==> config.mk <==
export PLATFORM = sky130hd
export DESIGN_NAME = rr_arbiter_decoded_flat
export DESIGN_NICKNAME = d
export VERILOG_FILES = /design/src/rtl/rr_arbiter_decoded_if.sv /design/src/rtl/rr_arbiter_decoded.sv /design/src/flat_wrapper.sv
export SDC_FILE = /design/constraint.sdc
export NUM_CORES = 1
export LEC_CHECK = 0
export ABC_AREA = 1
export BUFFER_PORTS_ARGS = -buffer_cell sky130_fd_sc_hd__buf_2
export CAP_MARGIN = 5
export CORE_AREA = 4 4 41 43
export CTS_CLUSTER_SIZE = 12
export DETAILED_ROUTE_END_ITERATION = 7
export DIE_AREA = 0 0 45 47
export PLACE_DENSITY = 0.74
export REMOVE_ABC_BUFFERS = 1
export SETUP_SLACK_MARGIN = 0.2
export SLEW_MARGIN = 20
export SYNTH_ARGS = -nofsm -noshare
export SYNTH_HDL_FRONTEND = slang
export SYNTH_SLANG_ARGS = --single-unit
==> constraint.sdc <==
create_clock -name clock -period 3.52 [get_ports clock]
set_input_delay 0.176 -clock clock [delete_from_list [all_inputs] [get_ports clock]]
set_output_delay 0.176 -clock clock [all_outputs]
set_load 0.02 [all_outputs]
==> src/rtl/rr_arbiter_decoded_if.sv <==
// Request/grant bundle between router inputs and one output-port arbiter.
// The master side raises requests and releases; the slave side arbitrates.
interface rr_arbiter_decoded_if #(
    parameter int SIZE     = 4,
    parameter int LOG_SIZE = 2
);
    logic [SIZE-1:0]     req;
    logic                owner_release;
    logic [SIZE-1:0]     grant;
    logic                grant_valid;
    logic [LOG_SIZE-1:0] grant_enc;

    modport master (
        output req,
        output owner_release,
        input  grant,
        input  grant_valid,
        input  grant_enc
    );

    modport slave (
        input  req,
        input  owner_release,
        output grant,
        output grant_valid,
        output grant_enc
    );
endinterface

==> src/rtl/rr_arbiter_decoded.sv <==
// Packet-locked round-robin arbiter with a registered one-hot grant.
// It also provides the binary index of the grant and a valid flag.
module rr_arbiter_decoded #(
    parameter int SIZE     = 4,
    parameter int LOG_SIZE = 2
) (
    input  logic                 clock,
    input  logic                 reset_n,
    rr_arbiter_decoded_if.slave  bus
);
    typedef enum logic {IDLE, LOCKED} state_t;

    state_t              state;
    logic [LOG_SIZE-1:0] ptr;
    logic [SIZE-1:0]     cand;
    logic [LOG_SIZE:0]   pick;
    logic                win_any;
    logic [LOG_SIZE-1:0] win_idx;
    logic [SIZE-1:0]     win_hot;

    // Scan from p upward; descending loop lets the nearest hit overwrite.
    function automatic logic [LOG_SIZE:0] arb(
        input logic [SIZE-1:0]     r,
        input logic [LOG_SIZE-1:0] p
    );
        logic                hit;
        logic [LOG_SIZE-1:0] idx;
        logic [LOG_SIZE-1:0] j;
        hit = 1'b0;
        idx = '0;
        for (int k = SIZE - 1; k >= 0; k--) begin
            j = p + LOG_SIZE'(k);
            if (r[j]) begin
                hit = 1'b1;
                idx = j;
            end
        end
        return {hit, idx};
    endfunction

    // Grant is zero in IDLE, so masking the owner is harmless there.
    always_comb begin
        cand    = bus.req & ~bus.grant;
        pick    = arb(cand, ptr);
        win_any = pick[LOG_SIZE];
        win_idx = pick[LOG_SIZE-1:0];
        win_hot = SIZE'(1) << win_idx;
    end

    always_ff @(posedge clock or negedge reset_n) begin
        if (!reset_n) begin
            state           <= IDLE;
            ptr             <= '0;
            bus.grant       <= '0;
            bus.grant_valid <= 1'b0;
            bus.grant_enc   <= '0;
        end else begin
            unique case (state)
                IDLE: begin
                    if (win_any) begin
                        state           <= LOCKED;
                        ptr             <= win_idx + 1'b1;
                        bus.grant       <= win_hot;
                        bus.grant_valid <= 1'b1;
                        bus.grant_enc   <= win_idx;
                    end
                end
                LOCKED: begin
                    if (bus.owner_release) begin
                        if (win_any) begin
                            ptr             <= win_idx + 1'b1;
                            bus.grant       <= win_hot;
                            bus.grant_valid <= 1'b1;
                            bus.grant_enc   <= win_idx;
                        end else begin
                            state           <= IDLE;
                            bus.grant       <= '0;
                            bus.grant_valid <= 1'b0;
                            bus.grant_enc   <= '0;
                        end
                    end
                end
                default: state <= IDLE;
            endcase
        end
    end
endmodule

==> src/flat_wrapper.sv <==
// flat-port wrapper written by rule: the top's interface ports become plain ports
module rr_arbiter_decoded_flat 
#(
    parameter int SIZE     = 4,
    parameter int LOG_SIZE = 2
)
  (clock, reset_n, bus_req, bus_owner_release, bus_grant, bus_grant_valid, bus_grant_enc);
  rr_arbiter_decoded_if #(.SIZE(SIZE), .LOG_SIZE(LOG_SIZE)) bus_i ();
  input  logic clock;
  input  logic reset_n;
  input wire logic [$bits(bus_i.req)-1:0] bus_req;
  input wire logic [$bits(bus_i.owner_release)-1:0] bus_owner_release;
  output wire logic [$bits(bus_i.grant)-1:0] bus_grant;
  output wire logic [$bits(bus_i.grant_valid)-1:0] bus_grant_valid;
  output wire logic [$bits(bus_i.grant_enc)-1:0] bus_grant_enc;
  assign bus_i.req = bus_req;
  assign bus_i.owner_release = bus_owner_release;
  assign bus_grant = bus_i.grant;
  assign bus_grant_valid = bus_i.grant_valid;
  assign bus_grant_enc = bus_i.grant_enc;
  rr_arbiter_decoded #(.SIZE(SIZE), .LOG_SIZE(LOG_SIZE)) u_core (.clock(clock), .reset_n(reset_n), .bus(bus_i));
endmodule
==> impl_metrics.toml, run 1 <==
[routing]
finalWirelength_um = 1370
antenna_left = 0
drt_iter0_markers = 19
vias_per_cell = 5.11
vias = 624
drt_pre_antenna_iters = 4
wl_per_cell_um = 11.2
drc = 0

[synth]
synth.top_cell.area_share_pct = 38.2
ys_ff_latch = 10
synthDistinctLibCells = 21
ys_seq_area_share_pct = 38.2
synth_warnings = 0
syn_area_um2 = 656
netlist_instances = 92
synth_area_leaders = "dfrtp_1, nand2_1, nand3_1"
yosysTopAreaCell = "dfrtp_1"
syn_area_per_cell_um2 = 7.13

[global_routing]
antenna_found_initial = 0
grt_pass1_vias = 576
grt-ovfl-total = 0
grt_busiest_layer = "met2"
met3_usage_pct = 6.51
grt_first_pass_wirelength_um = 2280
use_met1_pct = 18.6
track_usage_pct = 15.0
grt_start_max_net_pins = 11
use_met2_pct = 24.3

[setup_path]
crit_path_end_kind = "flip-flop"
critical_path_required_ns = 3.65
path_cells = "inv_4 -> nand3_2 -> nand2_1 -> nand2_1 -> nand2_1 -> inv_2 -> nand3_1 -> nand2_1 -> nand2_1 -> nand2_1 -> nand3_1"
cpMostUsedCell = "nand2_1"
cp_slowest_cell = "dfrtp_1"
cp-start-kind = "flip-flop"
worstPathMaxFanout = 10
rrSetupSlack_ns = 1.82
arrival_ns = 1.83
max_stage_delay_ns = 0.58
worst-setup-path-type = "flip-flop to flip-flop"

[layout]
n_antenna_cell = 0
n_fill_cell = 116
nNetsFinal = 116
post-route-util_pct = 58.1
areaGrowthSynthToFinish_pct = 15.3
drive_gt1_share_pct = 25.2

[power_and_ir_drop]
p_per_area_nw_per_um2 = 1070
max-vdd-ir-drop_v = 0.000600
leakagePower_nw = 0.431

[clock_network]
htree_levels = 1
cts_tree = "yes"
cts_resized = 0
numCtsBuffers = 3
cts_buffer_depth = 2
clk_transition_reported_paths_ns = 0.06
cts.sinks = 10
worstSkewPairLatency_ns = 0.26
cts-root-buf = "clkbuf_4"
post_cts_buffers = 0
holdBufCountCts = 1

[placed_design]
routabilityCongestion = 0.893
port_buffers = 13
place_hpwl_um = 1120

[die]
num_rows = 13
dieArea_um2 = 2120
start_util_pct = 50.4
coreArea_um2 = 1300
chipWidth_um = 45
dieHeight_um = 47
ios = 14

[timing]
finalSetupViolations = 0
post-route-period-util_pct = 48.2
finalHoldViolations = 0
max_freq_ghz = 0.589
period_needed_ns = 1.70
setup_tns_ns = 0
relSlewSlack_pct = 73.7
tightest_slew_ns = 0.395
slew_violations = 0
rsz0062_at_grt = "false"
finalClockSkew_ns = 0.0120

[min_path]
hold_path.class = "input port to flip-flop"

[status]
status = "finished, final reports clean"

[run]
drv_cap = 0
==> flip-flops by register name, indices dropped and copies added (netlist names) <==
register and cells:
u_core.bus.grant 4, u_core.bus.grant_enc 2, u_core.bus.grant_valid 1, u_core.ptr 2, u_core.state 1
==> cells in the mapped netlist (all sizes together) <==
cell type  number
buf             1
nand2          38
xnor2           1
nand3b          1
dfrtp          10
nand3          13
nor2            3
or2             1
inv            13
a21oi           1
xor2            1
o21ai           6
nand4           2
clkbuf          1
==> report_power, final <==
part           internal, mW  total, mW  switching [mW]
Clock                0.0393     0.0750          0.0357
Combinational         0.175      0.523           0.348
Sequential            0.164      0.210          0.0455
==> path summary, 6_finish.rpt <==
| check | startpoint | endpoint | cells after the start |
|---|---|---|---|
| max | u_core.ptr[0] | u_core.ptr[1] | 11 |
| min | bus_owner_release | u_core.bus.grant_valid | 4 |
| max reg2reg | u_core.ptr[0] | u_core.ptr[1] | 11 |
| min reg2reg | u_core.bus.grant_valid | u_core.bus.grant_valid | 2 |
| max in group asynchronous | reset_n | u_core.state | 2 |
| min in group asynchronous | reset_n | u_core.bus.grant_enc[0] | 2 |
==> critical path, delay by kind of cell (launching register included) <==
| kind | cells | cell delay, ns |
|---|---|---|
| simple gates | 9 | 0.78 |
| buf+inv | 2 | 0.18 |
| flops | 1 | 0.58 |
==> area by class of cell <==
class                   instances  area [um2]  share of cell area [%]
clock buffers                   3        22.5                    2.98
inverters                      13        53.8                    7.12
multi-input cells              67         335                    44.4
flip-flops and latches         10         250                    33.1
well taps                      15        18.8                    2.48
repair buffers                 14        75.1                    9.93
==> cell families after synthesis <==
logic type,share of synthesized area (%)
AND/OR/NAND/NOR,42.6
AO/OA/AOI/OAI,5.92
buffers and inverters,10.7
XOR/XNOR,2.67
flip-flops,38.2
==> stage by stage <==
stage	total power, mW	std cells	hold WS [ns]	area [um2]	worst slack, ns
floorplan	0.608	90	-0.120	639	2.12
global placement	0.717	118	0.0414	723	1.94
detailed placement	0.729	118	0.0481	723	1.88
CTS	0.806	122	0.264	756	1.86
global route	0.890	122	0.290	756	1.67
finish	0.808	122	0.270	756	1.82
==> placed cells by master (no fill, tap or decap) <==
cell type | synthesis | routed
nand2_1 | 35 | 35
buf_2 | 0 | 13
nand3_1 | 11 | 11
inv_1 | 10 | 10
dfrtp_1 | 10 | 10
o21ai_1 | 4 | 4
nor2_1 | 3 | 3
clkbuf_4 | 0 | 3
inv_4 | 2 | 2
nand3_2 | 2 | 2
nand2_4 | 2 | 2
o21ai_0 | 2 | 2
xnor2_1 | 1 | 1
xor2_1 | 1 | 1
nand2_2 | 1 | 1
nand4_2 | 1 | 1
or2_2 | 1 | 1
inv_2 | 1 | 1
a21oi_2 | 1 | 1
nand4_1 | 1 | 1
nand3b_1 | 1 | 1
dlygate4sd3_1 | 0 | 1
==> routing by layer <==
| metal | up-vias | part of all wire (%) |
|---|---|---|
| li1 | 320 | - |
| met4 | 0 | 1.0 |
| met2 | 30 | 45 |
| met1 | 271 | 44 |
| met3 | 3 | 9.6 |
| met5 | - | 0 |
Note: power is estimated with default switching activity, not from simulation.
==> run 2, diff against run 1 <==
--- a/config.mk
+++ b/config.mk
@@ -8,11 +8,11 @@
 export ABC_AREA = 1
 export BUFFER_PORTS_ARGS = -buffer_cell sky130_fd_sc_hd__buf_2
 export CAP_MARGIN = 5
-export CORE_AREA = 4 4 41 43
+export CORE_MARGIN = 4
+export CORE_UTILIZATION = 46
 export CTS_CLUSTER_SIZE = 12
 export DETAILED_ROUTE_END_ITERATION = 7
-export DIE_AREA = 0 0 45 47
-export PLACE_DENSITY = 0.74
+export PLACE_DENSITY = 0.73
 export REMOVE_ABC_BUFFERS = 1
 export SETUP_SLACK_MARGIN = 0.2
 export SLEW_MARGIN = 20
==> constraint.sdc (replaced) <==
create_clock -name clock -period 1.5 [get_ports clock]
set_input_delay 0.075 -clock clock [delete_from_list [all_inputs] [get_ports clock]]
set_output_delay 0.075 -clock clock [all_outputs]
set_load 0.02 [all_outputs]
==> impl_metrics.toml, run 2 (synthesized netlist as in run 1, its figures left out) <==
[power_and_ir_drop]
p_total_mw = 2.25
combPwrFrac_pct = 69.7
switchingPower_mw = 1.19
power_frac_clock_pct = 7.8
max-vdd-ir-drop_v = 0.00144
power_frac_seq_pct = 22.5
leakagePower_nw = 0.474
p_per_area_nw_per_um2 = 2590
p_sw_share_pct = 52.8
p_int_mw = 1.06

[global_routing]
grt-ovfl-total = 0
track_usage_pct = 15.4
grt_first_pass_wirelength_um = 2280
grt_pass1_vias = 560
grt_start_max_net_pins = 11
antenna_found_initial = 0

[die]
num_rows = 13
dieArea_um2 = 2090
dieHeight_um = 45.8
chipWidth_um = 45.8
coreArea_um2 = 1320
ios = 14
start_util_pct = 49.8

[layout]
n_fill_cell = 117
areaGrowthSynthToFinish_pct = 32.6
layout_commonest_cell = "nand2_1"
largest_reg_flops = 4
fin_cells = 126
largestRegisters = "u_core.bus.grant x4, u_core.bus.grant_enc x2, u_core.ptr x2"
regMostFlops = "u_core.bus.grant"
nNetsFinal = 120
layout_common_cells = "nand2_1, buf_2, inv_1"
drive_gt1_share_pct = 44.1
n_antenna_cell = 0

[run]
drv_cap = 0

[clock_network]
clk_transition_reported_paths_ns = 0.06
cts.sinks = 10
cts-root-buf = "clkbuf_4"
htree_levels = 1
numCtsBuffers = 3
cts_tree = "yes"
cts_buffer_depth = 2
worstSkewPairLatency_ns = 0.26

[routing]
finalWirelength_um = 1600
wl_per_cell_um = 12.7
drt_iter0_markers = 24
antenna_left = 0
drt_pre_antenna_iters = 4
vias_per_cell = 5.02
vias = 633
drc = 0

[timing]
finalSetupViolations = 3
finalHoldViolations = 0
tightest_slew_ns = 0.256
period_needed_ns = 1.54
holdWs_ns = 0.158
relSlewSlack_pct = 82.9
rsz0062_at_grt = "true"
max_freq_ghz = 0.649
worst_slack_ns = -0.0398
finalClockSkew_ns = 0.000466
post-route-period-util_pct = 103
slew_violations = 0

[placed_design]
routabilityCongestion = 0.828
port_buffers = 13
post-place-ws_ns = -0.0591
place_inst = 121
place_hpwl_um = 1120

[setup_path]
cp-start-kind = "flip-flop"
arrival_ns = 1.67
crit_path_end_kind = "flip-flop"
worst-setup-path-type = "flip-flop to flip-flop"
critical_path_required_ns = 1.63
worstPathMaxFanout = 8

[status]
violations = "negative setup slack"
status = "complete, but fails checks"

[min_path]
hold_path.class = "input port to flip-flop"
[run 2: cell types whose count changed in the layout (fill, tap and decap cells not counted), moves of 2 or more]
cell / previous run / this run
nand3_2: 2 / 4
nand2_2: 1 / 8
dfrtp_1: 10 / 8
nand2_4: 2 / 5
buf_4: 0 / 4
nand3_1: 11 / 8
dfrtp_2: 0 / 2
nand2_1: 35 / 25
[run 2: metrics by stage]
stage                     cell area [um2]  utilization, %  TNS (ns)
after detailed placement              746            56.6    -0.262
after floorplan                       639               -         0
after CTS                             805            61.1         0
final                                 870            66.0   -0.0746
after global routing                  870            66.0    -0.551
after global placement                746            56.6   -0.0215
[run 2: path summary, 6_finish.rpt]
path | slack (ns) | end | depth (start not counted) | from
setup / recovery | -0.04 | u_core.ptr[1] | 10 | u_core.ptr[0]
hold / removal | 0.16 | u_core.bus.grant_valid | 4 | bus_owner_release
setup reg to reg | -0.04 | u_core.ptr[1] | 10 | u_core.ptr[0]
hold reg to reg | 0.49 | u_core.bus.grant_valid | 2 | u_core.bus.grant_valid
max in group asynchronous | 1.09 | u_core.ptr[1] | 2 | reset_n
min in group asynchronous | 0.21 | u_core.bus.grant[3] | 2 | reset_n
[run 2: repair_timing]
action	in CTS	in global routing
hold endpoints to repair	10	0
setup buffers	1	0
pin swaps	2	2
setup endpoints to repair	10	10
resized for setup	7	16
hold buffers	1	0
[run 2: layout make-up]
cell class | count | area (um2) | share of cell area, %
clock buffers | 3 | 22.5 | 2.59
inverters | 13 | 53.8 | 6.19
multi-input cells | 67 | 417 | 47.9
flip-flops and latches | 10 | 253 | 29.1
well taps | 15 | 18.8 | 2.16
repair buffers | 18 | 105 | 12.1
[run 2: power groups by stage]
stage          Sequential, mW  Combinational (mW)  Clock (mW)
6_report                0.506                1.57       0.175
5_1_grt                 0.527                1.70       0.190
4_1_cts                 0.496                1.33       0.174
3_5_place_dp            0.496                1.26           0
3_3_place_gp            0.488                1.22           0
2_1_floorplan           0.568               0.858           0
[run 2: critical path: stages (launching register included)]
cell and delay [ns]:
dfrtp_2 0.49, inv_4 0.11, nand3_2 0.08, nand2_2 0.10, nand2_1 0.07, nand2_1 0.12, nand3_4 0.09, nand4_1 0.08
nand2_1 0.09, nand2_1 0.09, nand3_1 0.09
[run 2: layer usage]
metal	track usage, %	wire (um)	up-vias
met3	5.93	104	0
met5	0	0	-
li1	-	-	328
met4	1.70	0	0
met2	28.4	820	20
met1	16.9	675	285
==> run 3, diff against run 2 <==
--- a/config.mk
+++ b/config.mk
@@ -13,7 +13,6 @@
 export CTS_CLUSTER_SIZE = 12
 export DETAILED_ROUTE_END_ITERATION = 7
 export PLACE_DENSITY = 0.73
-export REMOVE_ABC_BUFFERS = 1
 export SETUP_SLACK_MARGIN = 0.2
 export SLEW_MARGIN = 20
 export SYNTH_ARGS = -nofsm -noshare
==> impl_metrics.toml, run 3 (synthesized netlist as in run 1, its figures left out) <==
[routing]
vias_per_cell = 5.23
drt_pre_antenna_iters = 4
drt_iter0_markers = 16
finalWirelength_um = 1750
wl_per_cell_um = 13.5
vias = 680
antenna_left = 0
drc = 0

[setup_path]
worstPathMaxFanout = 8
worst-setup-path-type = "flip-flop to flip-flop"
cp-start-kind = "flip-flop"
arrival_ns = 1.77
critical_path_required_ns = 1.71
crit_path_end_kind = "flip-flop"

[die]
coreArea_um2 = 1320
dieArea_um2 = 2090
ios = 14
chipWidth_um = 45.8
start_util_pct = 49.8
num_rows = 13
dieHeight_um = 45.8

[global_routing]
grt-ovfl-total = 0
grt_start_max_net_pins = 11
grt_first_pass_wirelength_um = 2560
grt_pass1_vias = 623
antenna_found_initial = 0
track_usage_pct = 17.2

[layout]
drive_gt1_share_pct = 57.4
final_area_um2 = 952
post-route-util_pct = 72.3
n_antenna_cell = 0
n_fill_cell = 99
areaGrowthSynthToFinish_pct = 45.2
largest_reg_flops = 4
largestRegisters = "u_core.bus.grant x4, u_core.bus.grant_enc x2, u_core.ptr x2"
regMostFlops = "u_core.bus.grant"
layout_common_cells = "nand2_1, nand2_2, buf_2"
layout_commonest_cell = "nand2_1"
nNetsFinal = 123

[min_path]
hold_path.class = "input port to flip-flop"

[timing]
relSlewSlack_pct = 83.9
rsz0062_at_grt = "true"
finalSetupViolations = 7
slew_violations = 0
max_freq_ghz = 0.639
holdWs_ns = 0.149
worst_slack_ns = -0.0654
period_needed_ns = 1.57
finalClockSkew_ns = 0.00383
finalHoldViolations = 0
tightest_slew_ns = 0.240
post-route-period-util_pct = 104

[power_and_ir_drop]
power_frac_clock_pct = 10.2
leakagePower_nw = 0.501
p_per_area_nw_per_um2 = 2700
p_total_mw = 2.57
switchingPower_mw = 1.34
power_frac_seq_pct = 19.8
combPwrFrac_pct = 70.0
max-vdd-ir-drop_v = 0.00134
p_sw_share_pct = 52.1
p_int_mw = 1.23

[clock_network]
worstSkewPairLatency_ns = 0.28
cts-root-buf = "clkbuf_4"
clk_transition_reported_paths_ns = 0.08
numCtsBuffers = 3
htree_levels = 1
cts_buffer_depth = 2
cts_tree = "yes"
cts.sinks = 10

[status]
status = "complete, but fails checks"
violations = "negative setup slack"

[placed_design]
place_hpwl_um = 1140
routabilityCongestion = 0.791
port_buffers = 13
placed_area_um2 = 759
post-place-ws_ns = -0.0474

[synth]
syn_nets = 99

[run]
drv_cap = 0
## run 3: cell count changes in the layout (fill, tap and decap cells not counted), sizes merged
cell / previous run / this run
buf: 17 / 20
clkbuf: 3 / 4
## run 3: power groups by stage
| stage | registers (mW) | logic (mW) | clock network, mW |
|---|---|---|---|
| 2_1_floorplan | 0.524 | 0.979 | 0 |
| 3_3_place_gp | 0.495 | 1.27 | 0 |
| 3_5_place_dp | 0.504 | 1.29 | 0 |
| 4_1_cts | 0.504 | 1.48 | 0.259 |
| 5_1_grt | 0.524 | 1.96 | 0.268 |
| 6_report | 0.509 | 1.80 | 0.263 |
## run 3: per-stage QoR
| step | setup TNS [ns] | instances |
|---|---|---|
| 2_1_floorplan | 0 | 92 |
| 3_3_place_gp | -0.0257 | 121 |
| 3_5_place_dp | -0.149 | 121 |
| 4_1_cts | 0 | 128 |
| 5_1_grt | -0.898 | 130 |
| 6_report | -0.205 | 130 |
## run 3: final timing paths
kind	from	endpoint	slack, ns	depth (start not counted)
worst min register to register	u_core.bus.grant_valid	u_core.bus.grant_valid	0.50	2
worst max-delay path	u_core.ptr[0]	u_core.bus.grant[2]	-0.07	10
min in group asynchronous	reset_n	u_core.state	0.18	2
worst min-delay path	bus_owner_release	u_core.bus.grant_valid	0.15	4
worst max register to register	u_core.ptr[0]	u_core.bus.grant[2]	-0.07	10
max in group asynchronous	reset_n	u_core.bus.grant[1]	1.11	2
## run 3: worst max-delay path, cell delays in order, from the launching register on
cell and delay (ns):
dfrtp_2 0.49, xnor2_2 0.22, buf_4 0.16, nand2_4 0.07
nand2_2 0.06, nand2_1 0.07, nand2_2 0.09, nand2_2 0.07
nor2_2 0.10, nand2_1 0.07, o21ai_1 0.08
## run 3: cell type report
class | count | area, um2 | share of cell area [%]
Multi-Input combinational cell | 67 | 459 | 48.2
Clock buffer | 4 | 36.3 | 3.81
Tap cell | 15 | 18.8 | 1.97
Timing Repair Buffer | 21 | 128 | 13.4
Sequential cell | 10 | 256 | 26.9
Inverter | 13 | 53.8 | 5.65
## run 3: repair_timing
| item | CTS | global route |
|---|---|---|
| endpoints found under the setup margin | 10 | 10 |
| resized for setup | 14 | 21 |
| setup buffers | 2 | 2 |
| hold buffers | 1 | 0 |
| pin swaps | 6 | 10 |
| endpoints found under the hold margin | 10 | 0 |
## run 3: routing by layer
layer	up-vias	track usage, %	routed length (um)
li1	332	-	-
met1	310	21.4	725
met2	33	28.7	858
met3	5	2.37	130
met4	0	8.52	36
met5	-	0	0
